<file path="config.mk">
export PLATFORM = sky130hd
export DESIGN_NAME = sm_controller
export DESIGN_NICKNAME = d
export VERILOG_FILES = /design/src/rtl/sm_controller.sv
export SDC_FILE = /design/constraint.sdc
export NUM_CORES = 1
export LEC_CHECK = 0
export BUFFER_PORTS_ARGS = -buffer_cell sky130_fd_sc_hd__buf_2
export CAP_MARGIN = 20
export CORE_AREA = 3 3 40 42
export CTS_CLUSTER_DIAMETER = 40
export DETAILED_ROUTE_END_ITERATION = 10
export DIE_AREA = 0 0 43 45
export GPL_TIMING_DRIVEN = 1
export MAX_ROUTING_LAYER = met4
export SYNTH_ARGS = -nofsm -noshare
export SYNTH_HDL_FRONTEND = slang
export SYNTH_SLANG_ARGS = --single-unit
</file>
<file path="constraint.sdc">
create_clock -name clk -period 2.4 [get_ports clk]
set_input_delay 0.48 -clock clk [delete_from_list [all_inputs] [get_ports clk]]
set_output_delay 0.48 -clock clk [all_outputs]
set_load 0.05 [all_outputs]
</file>
<file path="src/rtl/sm_controller.sv">
// Sequencing controller for an N-bit shift-add multiplier.
// It drives the datapath load, clear, add and shift strobes from a six-state Moore FSM.
module sm_controller #(
    parameter int N = 4,
    localparam int BW = (N > 1) ? $clog2(N) : 1
) (
    input  logic          clk,
    input  logic          rst,
    input  logic          start,
    input  logic [N-1:0]  mr,
    output logic          mdld,
    output logic          mrld,
    output logic          rsclear,
    output logic          rsload,
    output logic          rsshr,
    output logic          busy,
    output logic          done,
    output logic [BW-1:0] bitcnt
);

    typedef enum logic [2:0] {IDLE, INIT, TEST, ADD, SHIFT, DONE} state_t;

    state_t        state, state_nxt;
    logic [BW-1:0] bitcnt_nxt;

    always_ff @(posedge clk) begin
        if (!rst) begin
            state  <= IDLE;
            bitcnt <= '0;
        end else begin
            state  <= state_nxt;
            bitcnt <= bitcnt_nxt;
        end
    end

    // The outputs depend only on the state. mr is consulted only for the TEST branch.
    always_comb begin
        state_nxt  = state;
        bitcnt_nxt = bitcnt;
        mdld       = 1'b0;
        mrld       = 1'b0;
        rsclear    = 1'b0;
        rsload     = 1'b0;
        rsshr      = 1'b0;
        done       = 1'b0;
        busy       = (state != IDLE);
        case (state)
            IDLE:  if (start) state_nxt = INIT;
            INIT: begin
                mdld       = 1'b1;
                mrld       = 1'b1;
                rsclear    = 1'b1;
                bitcnt_nxt = '0;
                state_nxt  = TEST;
            end
            TEST:  state_nxt = mr[bitcnt] ? ADD : SHIFT;
            ADD: begin
                rsload    = 1'b1;
                state_nxt = SHIFT;
            end
            SHIFT: begin
                rsshr = 1'b1;
                if (bitcnt == BW'(N - 1)) begin
                    state_nxt = DONE;
                end else begin
                    bitcnt_nxt = bitcnt + BW'(1);
                    state_nxt  = TEST;
                end
            end
            DONE: begin
                done      = 1'b1;
                state_nxt = IDLE;
            end
            default: state_nxt = IDLE;
        endcase
    end

endmodule

</file>
==> metrics.cfg <==
[grt]
grt_max_degree=13
grt-ovfl-total=0
first_global_vias=348
grt_pass1_wl_um=1530
grt_use_total=0.111
grt_antenna_before_repair=0

[routing]
dr.pass1.iters=4
drt_iter0_drc=1
routed_wirelength_um=848
via_count=370
drtAntennaViolNets=0
drc=0
wire_per_inst_um=11.3
vias_per_cell=4.93

[final_layout]
area_growth_syn_to_layout_pct=25.7
final_cell_mix=15 x buf_2, 5 x dfxtp_1, 4 x nand2_1
n_antenna_cell=0
layout_commonest_cell=buf_2
drive_gt1_frac=0.367
fin_nets=69
fin_cells=75

[sta]
period_minus_slack_ps=1840
slew-limit-headroom=0.759
tightest_slew_ps=360
timing_max_transition_violations_final=0
setup_violations=0
fin_ws_ps=561
skew_ps=8.47
timing.final.crit_share=0.766
rsz0062_at_grt=false
tns_ps=0
hold_slack_ps=559
fmax_ghz=0.544
timing.final.hold_violations=0

[critical_path]
max_stage_delay_ps=530
endpoint_kind=output port
crit_arrival_ps=1360
crit_chain=nand2b_1 -> nor2_1 -> buf_2
cpMaxStageDelayCell=dfxtp_1
crit_type=flop to output port
worstPathMaxFanout=12
startpoint_type=flop
required_ps=1920

[clock_tree]
cts_tree=built
clk_latency_ps=250
numCtsBuffers=3
post-cts-setup-buffer-count=0
ctsHoldBuffers=0
clock_sinks=5
cts_resized=0
root_buffer=clkbuf_4
cts_max_path_buffers=2
clk_pin_slew_ps=50
cts-htree-levels=1

[place]
gp_congestion=0.723
place_ws_ps=833
placed_cells=71
hpwl_um=622
portBuffers=15

[synthesis]
seq_area_frac_synth=0.264
ys_types=26
ys_seq_elements=5
yosysTopAreaCell=dfxtp_1
synthesis.area_um2=379
synth.area.top_cells=dfxtp_1 26%, mux2i_1 7.9%, mux4_2 5.9%, nor2b_1 5.0%, o22ai_1 5.0%
synth_fp_nets=53
yosys_warnings=0
synth_cells=45
syn_area_per_cell_um2=8.42
synth_top_cell_area_share=0.264

[power]
ir_drop_uv=312
power_density_nw_per_um2=637
leakagePower_uw=0.000211
total_power_uw=304

[worst_hold_path]
min_path_type=input pin to flop

[die]
die_area_um2=1940
io_pins=16
die_h_um=45
num_rows=13
coreArea_um2=1280
die_w_um=43
start_util=0.295

[run_status]
status=complete, no violations

[job]
max-cap-violations=0

==> cell type report <==
cell class / instances / area, um^2
fill: 144 / 808
timing repair buffer: 15 / 75.1
sequential: 5 / 100
clock buffer: 4 / 26.3
tap: 15 / 18.8
inverter: 2 / 7.51
multi-input combinational: 34 / 249
==> metrics by stage <==
step,instance area [um^2],util
final,477,0.371
after global routing,477,0.371
after global placement,450,0.351
after CTS,477,0.371
after floorplan,379,-
after detailed placement,450,0.351
==> final timing paths <==
check	from	endpoint	slack (ps)	cells past startpoint
setup / recovery	state[0]	mrld	560	3
hold / removal	rst	bitcnt[1]	560	3
setup reg to reg	bitcnt[0]	state[0]	950	3
hold reg to reg	bitcnt[0]	bitcnt[0]	590	2
==> Yosys cell counts, drive strengths merged <==
master and count:
dfxtp 5, nand2 4, mux2i 3, nor2b 3
o22ai 3, buf 2, clkbuf 2, inv 2
nand2b 2, nor2 2, o21ai 2, a211oi 1
a21boi 1, a21oi 1, a22oi 1, a32o 1
and3 1, ha 1, mux4 1, nand3 1
nor3 1, nor3b 1, nor4b 1, or2 1
or2b 1, or3 1
==> where the power goes <==
group | switching, uW | total, uW | internal, uW
registers | 13.2 | 102 | 88.6
logic | 67.6 | 99.8 | 32.2
clock network | 38.9 | 102 | 63.2
==> sequential cells by signal (all words and copies together) (netlist names) <==
name / flops
bitcnt: 2
state: 3
==> critical path, delay by kind of cell, from the launching register on <==
kind                   cells  cell delay (ps)
buffers and inverters      1              280
DFF                        1              530
and+or+nand+nor            2              300
==> cells by family (layout without fill, tap and decap cells) <==
family,count (synthesis),count (layout),share of synthesized area
buf+inv,6,21,0.0792
fa+ha+maj,1,1,0.0330
simple gates,19,19,0.297
flops,5,5,0.264
compound gates,10,10,0.188
mux,4,4,0.139
==> per-layer routing <==
layer  wire (um)  GRT usage  up-vias
li1            -          -      190
met1         413      0.143      166
met2         355      0.147       14
met3          80     0.0598        0
met4           0     0.0361        0
met5           0          -        -
No activity file was read; power rests on OpenSTA's default activity.
